[src/rtl/conv_win_pkg.sv]
// Shared types and helpers for the convolution window sequencer.
package conv_win_pkg;

  typedef enum logic [1:0] {
    IDLE = 2'd0,
    SCAN = 2'd1,
    DONE = 2'd2
  } state_t;

  // Counter width for a range of n values; never narrower than one bit.
  function automatic int cw(input int n);
    return (n <= 1) ? 1 : $clog2(n);
  endfunction

endpackage

[src/rtl/conv_pad_fetch.sv]
// Fetches one window element at a fixed (DR, DC) offset from the window centre.
// Edge handling: replicate padding by default, zeros when CONV_WIN_ZERO_PAD_EN is defined.
module conv_pad_fetch
  import conv_win_pkg::*;
#(
  parameter int DATA_W = 8,
  parameter int IMG_H  = 8,
  parameter int IMG_W  = 8,
  parameter int DR     = 0,
  parameter int DC     = 0
) (
  input  logic [IMG_H*IMG_W*DATA_W-1:0] i_frame,
  input  logic [cw(IMG_H)-1:0]          i_row,
  input  logic [cw(IMG_W)-1:0]          i_col,
  output logic [DATA_W-1:0]             o_pix
);

  localparam int RW = cw(IMG_H);
  localparam int CW = cw(IMG_W);
  localparam logic signed [8:0] OFF_R = 9'(DR);
  localparam logic signed [8:0] OFF_C = 9'(DC);
  localparam logic signed [8:0] MAX_R = 9'(IMG_H - 1);
  localparam logic signed [8:0] MAX_C = 9'(IMG_W - 1);

  logic signed [8:0] w_r;
  logic signed [8:0] w_c;
  logic [RW-1:0]     w_rc;
  logic [CW-1:0]     w_cc;
  logic [DATA_W-1:0] w_pix;

  always_comb begin
    w_r   = $signed(9'(i_row)) + OFF_R;
    w_c   = $signed(9'(i_col)) + OFF_C;
    // Clamped coordinates address the nearest edge pixel.
    w_rc  = (w_r < 0) ? '0 : (w_r > MAX_R) ? RW'(IMG_H - 1) : RW'(w_r);
    w_cc  = (w_c < 0) ? '0 : (w_c > MAX_C) ? CW'(IMG_W - 1) : CW'(w_c);
    w_pix = i_frame[(int'(w_rc) * IMG_W + int'(w_cc)) * DATA_W +: DATA_W];
  end

`ifdef CONV_WIN_ZERO_PAD_EN
  logic w_oob;
  assign w_oob = (w_r < 0) || (w_r > MAX_R) || (w_c < 0) || (w_c > MAX_C);
  assign o_pix = w_oob ? '0 : w_pix;
`else
  assign o_pix = w_pix;
`endif

endmodule

[src/rtl/conv_window_seq.sv]
// Captures a frame and streams KxK windows over it, N_PASS raster scans per frame.
// Build option: CONV_WIN_ZERO_PAD_EN selects zero padding instead of edge replication.
module conv_window_seq
  import conv_win_pkg::*;
#(
  parameter int DATA_W = 8,
  parameter int IMG_H  = 8,
  parameter int IMG_W  = 8,
  parameter int K      = 3,
  parameter int N_PASS = 3
) (
  input  logic                          clk,
  input  logic                          reset,
  input  logic                          start,
  input  logic [IMG_H*IMG_W*DATA_W-1:0] in_tensor,
  input  logic                          win_ready,
  output logic                          win_valid,
  output logic [K*K*DATA_W-1:0]         win_data,
  output logic [cw(IMG_H)-1:0]          row,
  output logic [cw(IMG_W)-1:0]          col,
  output logic [cw(N_PASS)-1:0]         pass_idx,
  output logic                          win_last,
  output logic                          busy,
  output logic                          done
);

  localparam int RW = cw(IMG_H);
  localparam int CW = cw(IMG_W);
  localparam int PW = cw(N_PASS);
  localparam int P  = K / 2;

  state_t                        r_state;
  logic [IMG_H*IMG_W*DATA_W-1:0] r_frame;
  logic [RW-1:0]                 r_row;
  logic [CW-1:0]                 r_col;
  logic [PW-1:0]                 r_pass;

  logic w_col_end;
  logic w_row_end;
  logic w_pass_end;

  assign w_col_end  = (r_col == CW'(IMG_W - 1));
  assign w_row_end  = (r_row == RW'(IMG_H - 1));
  assign w_pass_end = (r_pass == PW'(N_PASS - 1));

  always_ff @(posedge clk) begin
    if (reset) begin
      r_state <= IDLE;
      r_frame <= '0;
      r_row   <= '0;
      r_col   <= '0;
      r_pass  <= '0;
    end else begin
      case (r_state)
        IDLE: begin
          if (start) begin
            r_frame <= in_tensor;
            r_row   <= '0;
            r_col   <= '0;
            r_pass  <= '0;
            r_state <= SCAN;
          end
        end
        SCAN: begin
          // Counters advance only on an accepted window.
          if (win_ready) begin
            if (w_col_end) begin
              r_col <= '0;
              if (w_row_end) begin
                r_row <= '0;
                if (w_pass_end) begin
                  r_pass  <= '0;
                  r_state <= DONE;
                end else begin
                  r_pass <= r_pass + 1'b1;
                end
              end else begin
                r_row <= r_row + 1'b1;
              end
            end else begin
              r_col <= r_col + 1'b1;
            end
          end
        end
        DONE:    r_state <= IDLE;
        default: r_state <= IDLE;
      endcase
    end
  end

  assign win_valid = (r_state == SCAN);
  assign win_last  = (r_state == SCAN) && w_row_end && w_col_end;
  assign busy      = (r_state != IDLE);
  assign done      = (r_state == DONE);
  assign row       = r_row;
  assign col       = r_col;
  assign pass_idx  = r_pass;

  for (genvar gi = 0; gi < K; gi++) begin : g_win_r
    for (genvar gj = 0; gj < K; gj++) begin : g_win_c
      conv_pad_fetch #(
        .DATA_W (DATA_W),
        .IMG_H  (IMG_H),
        .IMG_W  (IMG_W),
        .DR     (gi - P),
        .DC     (gj - P)
      ) u_fetch (
        .i_frame (r_frame),
        .i_row   (r_row),
        .i_col   (r_col),
        .o_pix   (win_data[(gi*K+gj)*DATA_W +: DATA_W])
      );
    end
  end

endmodule

[config.mk]
export PLATFORM = sky130hd
export DESIGN_NAME = conv_window_seq
export DESIGN_NICKNAME = d
export VERILOG_FILES = /design/src/rtl/conv_win_pkg.sv /design/src/rtl/conv_pad_fetch.sv /design/src/rtl/conv_window_seq.sv
export SDC_FILE = /design/constraint.sdc
export NUM_CORES = 2
export LEC_CHECK = 0
export CAP_MARGIN = 10
export CORE_MARGIN = 2
export CORE_UTILIZATION = 38
export CTS_BUF_LIST = sky130_fd_sc_hd__clkbuf_8
export CTS_CLUSTER_SIZE = 12
export DETAILED_ROUTE_END_ITERATION = 16
export PLACE_DENSITY = 0.71
export SLEW_MARGIN = 40
export SYNTH_ARGS = -nofsm -noshare
export SYNTH_HDL_FRONTEND = slang
export SYNTH_SLANG_ARGS = --single-unit
[constraint.sdc]
create_clock -name clk -period 6 [get_ports clk]
set_clock_uncertainty 0.2 [all_clocks]
set_input_delay 1.5 -clock clk [delete_from_list [all_inputs] [get_ports clk]]
set_output_delay 1.5 -clock clk [all_outputs]
set_load 0.01 [all_outputs]
## Word level (Yosys, flattened, before mapping)

Index checks and enable logic that the tools add are counted.

| cells by class | value |
|---|---|
| add/subtract/negate cells | 16 |
| mux-type cells | 32 |
| equality and inequality tests | 10 |
| shifts and indexed selects | 9 |
| reduce and logical (&&, ||, !) cells | 10 |
| $lt $le $gt $ge | 12 |

Operators by type and width:

| kind | count |
|---|---|
| $shiftx A512 B32 Y8 | 9 |
| $add A6 B3 Y7 | 9 |
| $mux W3 | 18 |
| $mux W2 | 10 |
| $pmux W3 S2 | 2 |
| $add A4 B1 Y5 const B | 2 |
| $gt A5 B4 Y1 const B | 2 |
| $lt A5 B1 Y1 const B | 2 |
| $reduce_and A5 Y1 | 2 |
| $gt A9 B4 Y1 const B | 1 |
| $lt A9 B1 Y1 const B | 1 |
| $add A3 B1 Y4 const B | 2 |
| $pmux W2 S2 | 2 |
| $add A3 B1 Y3 const B | 2 |
| $eq A3 B3 Y1 const B | 2 |
| $gt A3 B3 Y1 const B | 2 |
| $lt A3 B1 Y1 const B | 2 |
| $ne A2 B1 Y1 const B | 3 |
| $eq A2 B2 Y1 const B | 2 |
| $gt A4 B3 Y1 const B | 1 |
| $lt A4 B1 Y1 const B | 1 |
| $ne A2 B2 Y1 const B | 2 |
| $reduce_and A4 Y1 | 1 |
| $reduce_bool A2 Y1 | 2 |
| other kinds (6) | 7 |

| storage, ports and cells | value |
|---|---|
| word-level logic and storage cells | 94 |
| register bits after elaboration | 522 |
| input port bits | 516 |
| output and inout bits | 84 |

## Logic depth before layout (Yosys ltp)

| logic depth | value |
|---|---|
| depth in word-level cells | 6 |
| depth in mapped cells | 19 |

## Modules after synthesis

From an unflattened synthesis, not the netlist that was laid out.

| second synthesis, totals | value |
|---|---|
| cell total of the unflattened synthesis | 8362 |
| area total of the unflattened synthesis | 65062.4 um2 |

By module, submodules not included:

| module | seq. area each (um2) | times used | area an instance (um2) | cells each |
|---|---|---|---|---|
| conv_window_seq | 10450.0 | 1 | 18038.6 | 2282 |
| conv_pad_fetch (g_win_r[0].g_win_c[2].u_fetch) | 0.0 | 1 | 6543.8 | 999 |
| conv_pad_fetch (g_win_r[2].g_win_c[2].u_fetch) | 0.0 | 1 | 6317.3 | 889 |
| conv_pad_fetch (g_win_r[1].g_win_c[2].u_fetch) | 0.0 | 1 | 6029.5 | 871 |
| conv_pad_fetch (g_win_r[0].g_win_c[0].u_fetch) | 0.0 | 1 | 5415.2 | 812 |
| conv_pad_fetch (g_win_r[1].g_win_c[0].u_fetch) | 0.0 | 1 | 5266.3 | 824 |
| conv_pad_fetch (g_win_r[2].g_win_c[0].u_fetch) | 0.0 | 1 | 4705.8 | 733 |
| conv_pad_fetch (g_win_r[0].g_win_c[1].u_fetch) | 0.0 | 1 | 4389.2 | 349 |
| conv_pad_fetch (g_win_r[2].g_win_c[1].u_fetch) | 0.0 | 1 | 4196.5 | 298 |
| conv_pad_fetch (g_win_r[1].g_win_c[1].u_fetch) | 0.0 | 1 | 4160.2 | 305 |

## Least setup slack after synthesis

Ideal clock, no wire load.

| timing path | value |
|---|---|
| kind | reg2out |
| start point | register r_col[1], in the netlist col[1] |
| end point | output win_data[7] |
| setup slack | 586 ps |
| data required time | 4300 ps |
| data arrival time | 3714 ps |
| cell stages (with the launch flop) | 18 |
| path through | dfxtp_1 > buf_4 > buf_4 > buf_4 > buf_2 > buf_4 > inv_1 > ha_1 > ha_1 > buf_4 > or2_1 > nand2_1 > buf_2 > o221ai_1 > a221o_1 > a221oi_1 > o22ai_1 > a221oi_1 |

| between the ends | value |
|---|---|
| longest elaborated chain between the ends | 6 |
| elaborated cells on any way between the ends | 7 |
| those cells by class | add/sub (2); order compare (2); shift (1); mux (2) |

Ends and longest elaborated chain:

| item | RTL line | text |
|---|---|---|
| start: declaration | conv_window_seq.sv:35 | `logic [CW-1:0] r_col;` |
| start signal: assignment | conv_window_seq.sv:81 | `r_col <= r_col + 1'b1;` |
| $add A4 B1 Y5 (*) | conv_pad_fetch.sv:33 | `w_c = $signed(9'(i_col)) + OFF_C;` |
| $gt A5 B4 Y1 | conv_pad_fetch.sv:36 | `w_cc = (w_c < 0) ? '0 : (w_c > MAX_C) ? CW'(IMG_W - 1) : CW'(w_c);` |
| $mux W3 | conv_pad_fetch.sv:36 |  |
| $mux W3 (*) | conv_pad_fetch.sv:36 |  |
| $add A6 B3 Y7 (*) | conv_pad_fetch.sv:37 | `w_pix = i_frame[(int'(w_rc) * IMG_W + int'(w_cc)) * DATA_W +: DATA_W];` |
| $shiftx A512 B32 Y8 (*) | conv_pad_fetch.sv:37 |  |
| end: declaration | conv_window_seq.sv:18 | `output logic [K*K*DATA_W-1:0] win_data,` |

Every way passes the cells marked *; elsewhere a longest branch is shown, timed or not.

## Worst setup path after layout

| timing path | value |
|---|---|
| start point | register r_col[1], in the netlist col[1] |
| end point | output win_data[30] |

Same word-level chain as after synthesis.

==> impl_metrics.tcl <==
set metrics [dict create \
    critPathMostFrequentCell "ha_4" \
    synth_edf_count 0 \
    drt_wl_total_um 213000 \
    crit_fanout 10 \
    path_class "flip-flop to output pin" \
    placed_cells 6567 \
    cts_root_buf "clkbuf_8" \
    worst_pin_slew_ns 0.867 \
    overflow 0 \
    antenna_found_initial 20 \
    cts_max_path_buffers 3 \
    drive_above_1_share 0.181 \
    die_area_um2 96800 \
    coreArea_um2 93500 \
    num_vias 43601 \
    setup_tns_ns -0.0172 \
    first_global_vias 40526 \
    cts_sinks 522 \
    start_kind "flip-flop" \
    grt_pass1_wl_um 294000 \
    htreeDepth 3 \
    dp_hpwl_um 159000 \
    die_h_um 311 \
    synth_cell_type_count 86 \
    path_cells "inv_1, ha_4, ha_4, o31a_4, nor2_8, buf_12, buf_4, mux2_2, o211ai_1, mux2i_1, a31oi_1, nand2_1, clkdlybuf4s50_1" \
    syn_area_per_cell_um2 7.44 \
    synth_flop_cell "dfxtp_1" \
    status "finished with violations" \
    clk_pin_slew_ns 0.10 \
    syn_area_um2 35900 \
    grt_max_degree 151 \
    rsz0062_at_grt "yes" \
    place_congestion 1.10 \
    drtAntennaViolNets 0 \
    insertion_delay_ns 0.75 \
    vias_per_cell 6.38 \
    cp_slowest_stage_delay_ns 0.51 \
    wl_per_cell_um 31.3 \
    seq_area_frac_synth 0.291 \
    hold_path_class "flip-flop to flip-flop" \
    clock.fmax_mhz 166 \
    drt_iter0_markers 6326 \
    worst_setup_path_end_kind "output pin" \
    grt_usage 0.414 \
    io_pins 600 \
    period_minus_slack_ns 6.02 \
    cts_tree "done" \
    cts_buffers 86 \
    cp_slowest_cell "clkdlybuf4s50_1" \
    drc_errors 0 \
    ys_async_sr_fraction 0 \
    cp.required_ns 4.30 \
    irDropWorstVdd_uv 138 \
    nets 6036 \
    syn_inst 4819 \
    rows 112 \
    violations "setup timing" \
    layout_setup_ws_ns -0.0172 \
    numPortBuffers 599 \
    fin_crit_sh 1.00 \
    setup-violations-final 1 \
    ys_ff_latch 522 \
    initial_core_util 0.384 \
    first_pass_iters 6 \
    ys_warn_count 0 \
    powerDensity_nw_per_um2 213 \
    hold_viol 0 \
    instances_no_fill 6829 \
    leakagePower_nw 17.9 \
    critical_path_arrival_ns 4.32 \
    slew_headroom 0.420 \
    cap_violations 0 \
    syn_nets 5343 \
    die_w_um 311 \
    area_delta_synth_final_pct 35.5 \
    final_max_slew_viol_count 0 \
]
registers in the layout (all words and copies together) (netlist names):
name,count
col,3
pass_idx,2
r_frame,512
r_state,2
row,3
layer usage:
layer	global-route usage	part of all wire
met2	0.600	0.41
met1	0.529	0.38
met5	0	0.00044
met4	0.205	0.060
met3	0.170	0.15
final timing paths:
path	slack, ns	from	to	depth (start not counted)
worst max-delay path	-0.02	col[1]	win_data[30]	13
worst min-delay path	0.28	r_state[1]	r_state[0]	1
worst min register to register	0.28	r_state[1]	r_state[0]	1
worst max register to register	3.19	r_state[0]	r_frame[54]	6
synthesized netlist by cell type (all sizes together) (35+ instances only):
library cell  count  area share
or2              35      0.0061
nand2          1448        0.15
a31oi            51      0.0092
clkbuf          265       0.028
a21oi           672       0.094
o21ai           157       0.022
mux2i           189       0.053
o211ai           46      0.0096
o311ai           38      0.0093
mux4            155       0.097
buf             201       0.035
o221ai           52       0.013
o22ai            69       0.012
a32oi            36      0.0088
nor3             65      0.0097
dfxtp           522        0.29
a221oi           39       0.010
a211oi           73       0.016
nand3            84       0.012
nor2            247       0.028
metrics by stage:
stage | setup WS [ns] | total power [mW] | utilization | area, µm² | hold slack, ns
after detailed placement | -0.140 | 6.96 | 0.476 | 44500 | 0.262
after CTS | -0.0750 | 10.2 | 0.509 | 47600 | 0.275
final | -0.0172 | 10.4 | 0.520 | 48600 | 0.278
after global placement | -0.284 | 6.95 | 0.476 | 44500 | 0.255
after floorplan | 0.586 | 5.28 | - | 35900 | 0.232
after global routing | -0.0462 | 10.6 | 0.520 | 48600 | 0.295
power breakdown:
group          leakage (nW)  switching (mW)  total (mW)  internal, mW
logic                  12.7            1.85        3.26          1.41
clock network         0.971            1.49        3.11          1.62
registers              4.29           0.316        3.98          3.66
total                  17.9            3.66        10.4          6.69
cells in the final DEF, fill, tap and decap left out, types with 20 or more instances in the layout:
master / count
clkdlybuf4s50_1: 566
mux2i_1: 185
dfxtp_1: 517
nand2_1: 1438
nor3_1: 60
a221oi_1: 24
inv_1: 47
a31oi_1: 44
mux4_2: 155
a21oi_1: 657
nand3_1: 82
clkbuf_8: 101
a221o_1: 24
a32oi_1: 31
buf_12: 49
o221ai_1: 50
dlymetal6s2s_1: 20
o21ai_0: 105
or2_2: 30
a211oi_1: 60
nor2_1: 232
o22ai_1: 66
o311ai_0: 30
o21ai_1: 32
o211ai_1: 46
buf_4: 374
buf_6: 24
nand2b_1: 21
mux2_2: 31
cell type report:
type                    instances  area [µm²]
inverters                      25         105
clock buffers                 101        1390
multi-input cells            3806       24000
fillers                      9040       44900
flip-flops and latches        522       10500
well taps                    1254        1570
clock inverters                46         280
repair buffers               1071       10800
diodes                          4        10.0
cells by family (layout without fill, tap and decap cells):
family	count (synthesis)	after routing	synth area share
fa+ha+maj	8	8	0.00279
simple gates	1985	1985	0.226
buf+inv	491	1243	0.0649
mux	377	377	0.160
other cells	0	4	0
compound gates	1436	1436	0.255
flops	522	522	0.291
critical path, delay by kind of cell, from the launching register on:
kind / cells / cell delay [ns]
buf+inv: 4 / 0.99
compound gates: 3 / 0.81
mux: 2 / 0.58
fa+ha+maj: 2 / 0.44
flops: 1 / 0.40
simple gates: 2 / 0.34
what timing repair did:
| action | CTS | global route |
|---|---|---|
| setup endpoints to repair | 55 | 42 |
| pin swaps | 31 | 34 |
| setup buffers | 51 | 39 |
| cloned | 11 | 8 |
| hold buffers | 0 | 0 |
| gates resized for setup | 167 | 96 |
No activity file was read; power rests on OpenSTA's default activity.
